`src/rtl/bus_mux_arb_if.sv`:
```
`default_nettype none
// ============================================================================
//  Module      : bus_mux_arb_if
//  Description : Signal bundle for the shared datapath bus multiplexer.
//                master : the side that owns the sources (drive requests,
//                         flattened source data, conflict clear) and
//                         observes the bus.
//                slave  : the multiplexer itself.
//                Ports  : src_out, src_data, conflict_clr (master -> slave)
//                         bus_out, bus_valid, grant_idx, conflict,
//                         conflict_sticky, conflict_count (slave -> master)
//  Revision    : 1.0 - initial release
// ============================================================================
interface bus_mux_arb_if #(
    parameter int WIDTH   = 32,
    parameter int NUM_SRC = 24,
    parameter int CNT_W   = 8,
    // A single source still needs a 1-bit index.
    parameter int IDX_W   = (NUM_SRC > 1) ? $clog2(NUM_SRC) : 1
);
    logic [NUM_SRC-1:0]       src_out;
    logic [NUM_SRC*WIDTH-1:0] src_data;
    logic                     conflict_clr;
    logic [WIDTH-1:0]         bus_out;
    logic                     bus_valid;
    logic [IDX_W-1:0]         grant_idx;
    logic                     conflict;
    logic                     conflict_sticky;
    logic [CNT_W-1:0]         conflict_count;

    modport master (
        output src_out, src_data, conflict_clr,
        input  bus_out, bus_valid, grant_idx, conflict, conflict_sticky,
               conflict_count
    );

    modport slave (
        input  src_out, src_data, conflict_clr,
        output bus_out, bus_valid, grant_idx, conflict, conflict_sticky,
               conflict_count
    );
endinterface
`default_nettype wire

```
`src/rtl/bus_mux_arb.sv`:
```
`default_nettype none
// ============================================================================
//  Module      : bus_mux_arb
//  Description : Fixed-priority datapath bus multiplexer. The highest-index
//                requesting source wins. When nobody drives, the bus holds
//                the last driven value. Simultaneous drivers are flagged per
//                cycle, latched in a sticky flag and counted (saturating).
//                Ports  : clk  - rising-edge clock
//                         clr  - synchronous active-high reset
//                         bus  - bus_mux_arb_if.slave (sources in, bus out)
//                REGISTERED=1 gives bus_out/bus_valid/grant_idx/conflict one
//                cycle after the request; REGISTERED=0 gives them in the
//                same cycle. The interface instance must be built with the
//                same WIDTH, NUM_SRC and CNT_W as this module.
//  Revision    : 1.0 - initial release
// ============================================================================
module bus_mux_arb #(
    parameter int WIDTH      = 32,
    parameter int NUM_SRC    = 24,
    parameter int REGISTERED = 1,
    parameter int CNT_W      = 8
) (
    input  wire logic    clk,
    input  wire logic    clr,
    bus_mux_arb_if.slave bus
);

    localparam int IDX_W = (NUM_SRC > 1) ? $clog2(NUM_SRC) : 1;

    // ------------------------------------------------------------------
    // Selection: ascending scan so the last (highest) requester wins.
    // A second requester seen after the first one marks a conflict.
    // ------------------------------------------------------------------
    logic             w_any;
    logic             w_multi;
    logic [IDX_W-1:0] w_sel;
    logic [WIDTH-1:0] w_sel_data;

    always_comb begin
        w_any      = 1'b0;
        w_multi    = 1'b0;
        w_sel      = '0;
        w_sel_data = '0;
        for (int i = 0; i < NUM_SRC; i++) begin
            if (bus.src_out[i]) begin
                w_multi    = w_multi | w_any;
                w_any      = 1'b1;
                w_sel      = IDX_W'(i);
                w_sel_data = bus.src_data[i*WIDTH +: WIDTH];
            end
        end
    end

    // ------------------------------------------------------------------
    // Hold value and last grant: updated only while someone drives.
    // ------------------------------------------------------------------
    logic [WIDTH-1:0] r_hold;
    logic [IDX_W-1:0] r_grant;

    always_ff @(posedge clk) begin
        if (clr) begin
            r_hold  <= '0;
            r_grant <= '0;
        end else if (w_any) begin
            r_hold  <= w_sel_data;
            r_grant <= w_sel;
        end
    end

    // ------------------------------------------------------------------
    // Conflict tracking. conflict_clr beats a same-edge conflict.
    // ------------------------------------------------------------------
    logic             r_sticky;
    logic [CNT_W-1:0] r_count;

    always_ff @(posedge clk) begin
        if (clr || bus.conflict_clr) begin
            r_sticky <= 1'b0;
            r_count  <= '0;
        end else if (w_multi) begin
            r_sticky <= 1'b1;
            if (r_count != {CNT_W{1'b1}}) begin
                r_count <= r_count + 1'b1;
            end
        end
    end

    assign bus.conflict_sticky = r_sticky;
    assign bus.conflict_count  = r_count;

    // ------------------------------------------------------------------
    // Output stage
    // ------------------------------------------------------------------
    generate
        if (REGISTERED != 0) begin : g_registered
            logic r_valid;
            logic r_conflict;

            always_ff @(posedge clk) begin
                if (clr) begin
                    r_valid    <= 1'b0;
                    r_conflict <= 1'b0;
                end else begin
                    r_valid    <= w_any;
                    r_conflict <= w_multi;
                end
            end

            // A registered "any ? selected : hold" is exactly the new hold
            // value, and the registered grant with hold is exactly r_grant,
            // so both outputs reuse those registers.
            assign bus.bus_out   = r_hold;
            assign bus.grant_idx = r_grant;
            assign bus.bus_valid = r_valid;
            assign bus.conflict  = r_conflict;
        end else begin : g_combinational
            // While clr is asserted the hold register is about to be
            // cleared, so the idle bus already shows the reset value.
            logic [WIDTH-1:0] w_hold_view;

            assign w_hold_view   = clr ? '0 : r_hold;
            assign bus.bus_out   = w_any ? w_sel_data : w_hold_view;
            assign bus.grant_idx = w_any ? w_sel : r_grant;
            assign bus.bus_valid = w_any;
            assign bus.conflict  = w_multi;
        end
    endgenerate

endmodule
`default_nettype wire

```
`src/flat_wrapper.sv`:
```
// flat-port wrapper written by rule: the top's interface ports become plain ports
module bus_mux_arb_flat 
#(
    parameter int WIDTH      = 32,
    parameter int NUM_SRC    = 24,
    parameter int REGISTERED = 1,
    parameter int CNT_W      = 8
)
  (clk, clr, bus_src_out, bus_src_data, bus_conflict_clr, bus_bus_out, bus_bus_valid, bus_grant_idx, bus_conflict, bus_conflict_sticky, bus_conflict_count);
  bus_mux_arb_if #(.WIDTH(WIDTH), .NUM_SRC(NUM_SRC), .CNT_W(CNT_W)) bus_i ();
  input  wire logic clk;
  input  wire logic clr;
  input wire logic [$bits(bus_i.src_out)-1:0] bus_src_out;
  input wire logic [$bits(bus_i.src_data)-1:0] bus_src_data;
  input wire logic [$bits(bus_i.conflict_clr)-1:0] bus_conflict_clr;
  output wire logic [$bits(bus_i.bus_out)-1:0] bus_bus_out;
  output wire logic [$bits(bus_i.bus_valid)-1:0] bus_bus_valid;
  output wire logic [$bits(bus_i.grant_idx)-1:0] bus_grant_idx;
  output wire logic [$bits(bus_i.conflict)-1:0] bus_conflict;
  output wire logic [$bits(bus_i.conflict_sticky)-1:0] bus_conflict_sticky;
  output wire logic [$bits(bus_i.conflict_count)-1:0] bus_conflict_count;
  assign bus_i.src_out = bus_src_out;
  assign bus_i.src_data = bus_src_data;
  assign bus_i.conflict_clr = bus_conflict_clr;
  assign bus_bus_out = bus_i.bus_out;
  assign bus_bus_valid = bus_i.bus_valid;
  assign bus_grant_idx = bus_i.grant_idx;
  assign bus_conflict = bus_i.conflict;
  assign bus_conflict_sticky = bus_i.conflict_sticky;
  assign bus_conflict_count = bus_i.conflict_count;
  bus_mux_arb #(.WIDTH(WIDTH), .NUM_SRC(NUM_SRC), .REGISTERED(REGISTERED), .CNT_W(CNT_W)) u_core (.clk(clk), .clr(clr), .bus(bus_i));
endmodule
```
`config.mk`:
```
export PLATFORM = sky130hd
export DESIGN_NAME = bus_mux_arb_flat
export DESIGN_NICKNAME = d
export VERILOG_FILES = /design/src/rtl/bus_mux_arb_if.sv /design/src/rtl/bus_mux_arb.sv /design/src/flat_wrapper.sv
export SDC_FILE = /design/constraint.sdc
export NUM_CORES = 1
export LEC_CHECK = 0
export CAP_MARGIN = 20
export CORE_AREA = 2 2 324 326
export CTS_BUF_LIST = sky130_fd_sc_hd__clkbuf_2 sky130_fd_sc_hd__clkbuf_4 sky130_fd_sc_hd__clkbuf_8
export DETAILED_ROUTE_END_ITERATION = 8
export DIE_AREA = 0 0 326 328
export MAX_ROUTING_LAYER = met4
export SLEW_MARGIN = 10
export SYNTH_ARGS = -nofsm -noshare
export SYNTH_HDL_FRONTEND = slang
export SYNTH_SLANG_ARGS = --single-unit
export TNS_END_PERCENT = 50
```
`constraint.sdc`:
```
create_clock -name clk -period 2.12 [get_ports clk]
set_input_delay 0.424 -clock clk [delete_from_list [all_inputs] [get_ports clk]]
set_output_delay 0.424 -clock clk [all_outputs]
set_load 0.01 [all_outputs]
```
Word level (Yosys, flattened, before mapping)
Cells that the tools add are included.
W data, S select, Z words.
- register bits: 48
- input bits: 795
- output and inout bits: 48
- logic and storage cells: 126
- $add $sub $neg: 1
- eq/ne operators: 1
- multiplexer cells: 94
- bitwise gates (word level): 22
- reductions and logical operators: 2
- operators by type and width (kind ; count):
    $mux W32 ; 24
    $mux W1 ; 48
    $mux W5 ; 8
    $mux W4 ; 8
    $or A1 B1 Y1 ; 22
    $mux W3 ; 4
    $add A8 B1 Y8 const B ; 1
    $ne A8 B8 Y1 const B ; 1
    $mux W2 ; 2
    $reduce_and A2 Y1 ; 1
    $logic_or A1 B1 Y1 ; 1

Logic depth before layout (Yosys ltp)
- depth in word-level cells: 47
- depth in mapped cells: 10
- depth with buffers taken out: 7

Worst setup path after synthesis
No wires, ideal clock.
- path kind: input -> register
- start: input port bus_src_out[4]
- end: register u_core.r_hold[16], in the netlist u_core.bus.bus_out[16]
- setup time: 0.136 ns
- arrival time: 1.996 ns
- data required time: 1.984 ns
- path slack: -0.011 ns
- stages: 9
- buffers on the path: 2
- cells stage by stage: buf_2 -> nor4_2 -> nand4_2 -> or2_1 -> buf_2 -> nand2_2 -> nor3_1 -> a221oi_1 -> o32ai_1
- longest elaborated chain between the ends: 20
- elaborated cells on any way between the ends: 40
- those cells by class: mux: 40
- RTL lines (item ; RTL line ; source):
    start: declaration ; flat_wrapper.sv:13 ; input wire logic [$bits(bus_i.src_out)-1:0] bus_src_out;
    $mux W32 or $mux W1 (tied branches) (20 in a row) ; bus_mux_arb.sv:45 ; if (bus.src_out[i]) begin
    end signal: assignment ; bus_mux_arb.sv:65 ; r_hold <= w_sel_data;
    end: declaration ; bus_mux_arb.sv:57 ; logic [WIDTH-1:0] r_hold;
Parallel ways exist; a longest one is shown, timed or not.
A chain may end at the register's enable or synchronous reset.

Worst setup path in the final report
- start: input port bus_src_out[6]
- end: register u_core.r_hold[22], in the netlist u_core.bus.bus_out[22]
- longest elaborated chain between the ends: 18
- elaborated cells on any way between the ends: 36
- those cells by class: mux: 36
- RTL lines (item ; RTL line):
    $mux W32 or $mux W1 (tied branches) (18 in a row) ; bus_mux_arb.sv:45
Parallel ways exist; a longest one is shown, timed or not.

==> metrics.log <==
INFO  metric outcome = finished with violations
INFO  metric violations = negative setup slack
INFO  metric tritoncts = done
INFO  metric synth-seq-cells = 48
INFO  metric port_buffer_count = 842
INFO  metric antenna_violating_nets_post_route = 0
INFO  metric critPathCapture = u_core.bus.bus_out[22]$_SDFFE_PP0P_
INFO  metric fmax = 0.4448 GHz
INFO  metric floorplan.io_pins = 843
INFO  metric rsz0062_at_grt = true
INFO  metric final_worst_path_period_share = 106.0%
INFO  metric drt-vias-per-instance = 4.361
INFO  metric core = 0.1032 mm^2
INFO  metric clk_root_buffer_cell = sky130_fd_sc_hd__clkbuf_8
INFO  metric grt_overflow = 0
INFO  metric finalClockSkew = 0.002441 ns
INFO  metric die_area = 0.1069 mm^2
INFO  metric cts_hold_buffers = 0
INFO  metric final_period_minus_worst_setup_slack = 2.248 ns
INFO  metric postLayoutSetupSlackWorst = -0.1281 ns
INFO  metric drcViolationCount = 0
INFO  metric criticalPathCategory = in2reg
INFO  metric synth_async_sr_flop_share = 0%
INFO  metric critical_path.max_fanout = 6
INFO  metric dr.first_iter.drc_count = 1383
INFO  metric drt_wl_cell = 33.27 um
INFO  metric worst-r2r-cell-count = 6
INFO  metric synth_warnings = 0
INFO  metric postRouteWirelength = 126300 um
INFO  metric seq_area = 960.9 um^2
INFO  metric number_of_vias_after_detailed_routing = 16560
INFO  metric power.density = 276.2 mW/mm^2
INFO  metric fillers = 11370
INFO  metric tightest_pin_transition = 0.7338 ns
INFO  metric detailed_place_hpwl = 112100 um
INFO  metric count_of_different_cell_masters_after_synthesis = 67
INFO  metric synth_area = 0.007994 mm^2
INFO  metric detailed_place.area = 0.02153 mm^2
INFO  metric setup_slack_placement = -1.625 ns
INFO  metric die_w = 326 um
INFO  metric chipHeight = 328 um
INFO  metric relSlewSlack = 51.08%
INFO  metric netlist_instances = 1177
INFO  metric post_synth_most_frequent_cells = sky130_fd_sc_hd__a221oi_1, sky130_fd_sc_hd__o21ai_0, sky130_fd_sc_hd__clkbuf_1
INFO  metric core.rowCount = 118
INFO  metric hold_depth = 2
INFO  metric area_of_combinational_cells_with_multiple_inputs = 0.007672 mm^2
INFO  metric hold_path_startpoint = u_core.bus.bus_out[2]$_SDFFE_PP0P_
INFO  metric maximum_number_of_pins_on_one_net_before_global_route_repair = 25
INFO  metric timing.rr.start = u_core.bus.conflict_count[0]$_SDFFE_PP0P_
INFO  metric final_core_utilization = 22.98%
INFO  metric synth_area_leaders = sky130_fd_sc_hd__dfxtp_1, sky130_fd_sc_hd__a221oi_1, sky130_fd_sc_hd__o21ai_0, sky130_fd_sc_hd__o221ai_1, sky130_fd_sc_hd__o22ai_1
INFO  metric first_element_of_the_critical_path = bus_src_out[6]
INFO  metric final_setup_violations = 15
INFO  metric end_kind = flip-flop
INFO  metric required = 2.36 ns
INFO  metric ys_seq_area_share = 12.02%
INFO  metric gp_routability_congestion = 1.034
INFO  metric dominantRegCellSynth = sky130_fd_sc_hd__dfxtp_1
INFO  metric final_layout_size_suffix_gt1_share = 30.91%
INFO  metric initial_utilization = 7.746%
INFO  metric cts-htree-levels = 2
INFO  metric worst_case_clock_buffer_depth = 2
INFO  metric synth.most_common_cell = sky130_fd_sc_hd__a221oi_1
INFO  metric maxSlewViolCount = 0
INFO  metric post-route-cell-area = 0.02371 mm^2
INFO  metric synthesis.area_per_instance = 6.792 um^2
INFO  metric dr.pass1.iters = 6
INFO  metric cellLeakagePower = 8.455 nW
INFO  metric numCtsBuffers = 5
INFO  metric synth_largest_type_area_fraction = 12.02%
INFO  metric postSynthNetCount = 1973
INFO  metric setup_total_negative_slack = -0.4948 ns
INFO  metric cap_violations = 0
INFO  metric worst_hold_path_type = reg2reg
INFO  metric number_of_enable_flip_flop_cells_after_synthesis = 0
INFO  metric nets = 3170
INFO  metric p_total = 0.006549 W
INFO  metric ir_worst_vdd = 0.2195 mV
INFO  metric synth_largest_area_cell = sky130_fd_sc_hd__dfxtp_1
INFO  metric syn_to_final_growth = 196.6%
INFO  metric clk_transition_reported_paths = 0.11 ns
INFO  metric rr_endpoint = u_core.bus.conflict_count[7]$_SDFFE_PP0P_
INFO  metric wire_length_of_the_first_global_routing_pass = 160000 um
INFO  metric first_global_vias = 16860
INFO  metric timing.critical_path.from_type = input port
INFO  metric finalHoldViolations = 0
INFO  metric grt_antenna_before_repair = 66
INFO  metric track_usage = 22.99%
INFO  metric clock_sink_count = 48
INFO  metric insertion_delay = 0.35 ns
INFO  metric critical_path_arrival = 2.49 ns
INFO  metric timing.reg2reg.setup_slack = 0.35 ns
## worst min-delay path by stage
| stage | endpoint | slack, ns |
|---|---|---|
| floorplan | u_core.bus.bus_out[4]$_SDFFE_PP0P_ | 0.48 |
| global placement | u_core.bus.bus_out[4]$_SDFFE_PP0P_ | 0.44 |
| detailed placement | u_core.bus.bus_out[4]$_SDFFE_PP0P_ | 0.46 |
| CTS | u_core.bus.bus_out[4]$_SDFFE_PP0P_ | 0.49 |
| global route | u_core.bus.bus_out[4]$_SDFFE_PP0P_ | 0.50 |
| finish | u_core.bus.bus_out[2]$_SDFFE_PP0P_ | 0.47 |
## critical path, cell delays in order
cell	delay, ns
sky130_fd_sc_hd__buf_12	0.11
sky130_fd_sc_hd__buf_12	0.13
sky130_fd_sc_hd__nor2b_4	0.15
sky130_fd_sc_hd__buf_6	0.14
sky130_fd_sc_hd__buf_6	0.12
sky130_fd_sc_hd__a222oi_1	0.59
sky130_fd_sc_hd__a21oi_1	0.19
sky130_fd_sc_hd__a21oi_2	0.27
sky130_fd_sc_hd__a211oi_2	0.14
sky130_fd_sc_hd__o21ai_1	0.13
sky130_fd_sc_hd__a21oi_1	0.08
## stage by stage
stage	hold WS (ns)	instances
final	0.4720	3798
after global routing	0.5023	3793
after CTS	0.4854	3743
after detailed placement	0.4600	3703
after global placement	0.4448	3703
after floorplan	0.4826	1177
## cell families after synthesis
family,after synthesis,synth area share (%)
AOI/OAI and AO/OA,675,60.28
xor gates and xnor gates,1,0.1096
adders and majority gates,3,0.4069
buffers and inverters,162,8.499
DFF,48,12.02
and+or+nand+nor,288,18.69
## sequential cells by signal, indices dropped and copies added, names as in the netlist
signal	cells
u_core.bus.bus_out	32
u_core.bus.bus_valid	1
u_core.bus.conflict	1
u_core.bus.conflict_count	8
u_core.bus.conflict_sticky	1
u_core.bus.grant_idx	5
## per-layer routing
metal / global-route usage (%) / vias to the layer above / share of wire (%)
li1: - / 7359 / -
met1: 28.14 / 8131 / 42
met2: 38.74 / 944 / 48
met3: 3.563 / 128 / 6.5
met4: 6.932 / 0 / 3.2
met5: - / - / 0
## layout by cell type (no fill, tap or decap), types with 11 or more instances in the layout
| master | netlist | layout |
|---|---|---|
| sky130_fd_sc_hd__buf_12 | 0 | 61 |
| sky130_fd_sc_hd__nand2_1 | 74 | 67 |
| sky130_fd_sc_hd__a222oi_1 | 12 | 12 |
| sky130_fd_sc_hd__nor4_2 | 6 | 11 |
| sky130_fd_sc_hd__nand2b_1 | 23 | 21 |
| sky130_fd_sc_hd__inv_1 | 19 | 18 |
| sky130_fd_sc_hd__a221oi_2 | 0 | 24 |
| sky130_fd_sc_hd__o21ai_0 | 106 | 68 |
| sky130_fd_sc_hd__a21oi_1 | 82 | 65 |
| sky130_fd_sc_hd__a31oi_4 | 0 | 12 |
| sky130_fd_sc_hd__a31oi_1 | 34 | 21 |
| sky130_fd_sc_hd__nor2_1 | 72 | 64 |
| sky130_fd_sc_hd__a221oi_1 | 108 | 80 |
| sky130_fd_sc_hd__o21ai_1 | 3 | 23 |
| sky130_fd_sc_hd__a21oi_2 | 0 | 15 |
| sky130_fd_sc_hd__o221ai_1 | 55 | 48 |
| sky130_fd_sc_hd__diode_2 | 0 | 43 |
| sky130_fd_sc_hd__nand3_1 | 18 | 16 |
| sky130_fd_sc_hd__buf_6 | 1 | 32 |
| sky130_fd_sc_hd__a22oi_2 | 0 | 16 |
| sky130_fd_sc_hd__o211ai_1 | 29 | 29 |
| sky130_fd_sc_hd__o22ai_1 | 77 | 71 |
| sky130_fd_sc_hd__a22oi_1 | 61 | 45 |
| sky130_fd_sc_hd__dfxtp_1 | 48 | 48 |
| sky130_fd_sc_hd__a211oi_2 | 0 | 15 |
| sky130_fd_sc_hd__a221o_1 | 17 | 14 |
| sky130_fd_sc_hd__clkdlybuf4s50_1 | 0 | 813 |
| sky130_fd_sc_hd__o21ai_2 | 1 | 15 |
| sky130_fd_sc_hd__o21a_1 | 16 | 16 |
| sky130_fd_sc_hd__nor3_1 | 28 | 18 |
| sky130_fd_sc_hd__buf_4 | 8 | 393 |
## power by group
group / switching (W) / internal (W)
clock network: 0.000434 / 0.000281
registers: 0.0000496 / 0.000961
logic: 0.00221 / 0.00262
## timing repair
item,CTS,global route
resized for setup,290,112
pin swaps,82,74
cloned,4,2
setup buffers,36,12
endpoints found under the setup margin,47,43
## layout make-up
cell class / count / share of cell area (%)
inverters: 23 / 0.3694
flip-flops and latches: 48 / 4.053
diodes: 43 / 0.4538
clock buffers: 7 / 0.3799
clock inverters: 1 / 0.03166
multi-input cells: 967 / 32.36
well taps: 1380 / 7.282
repair buffers: 1329 / 55.07
Note: power is estimated with default switching activity, not from simulation.
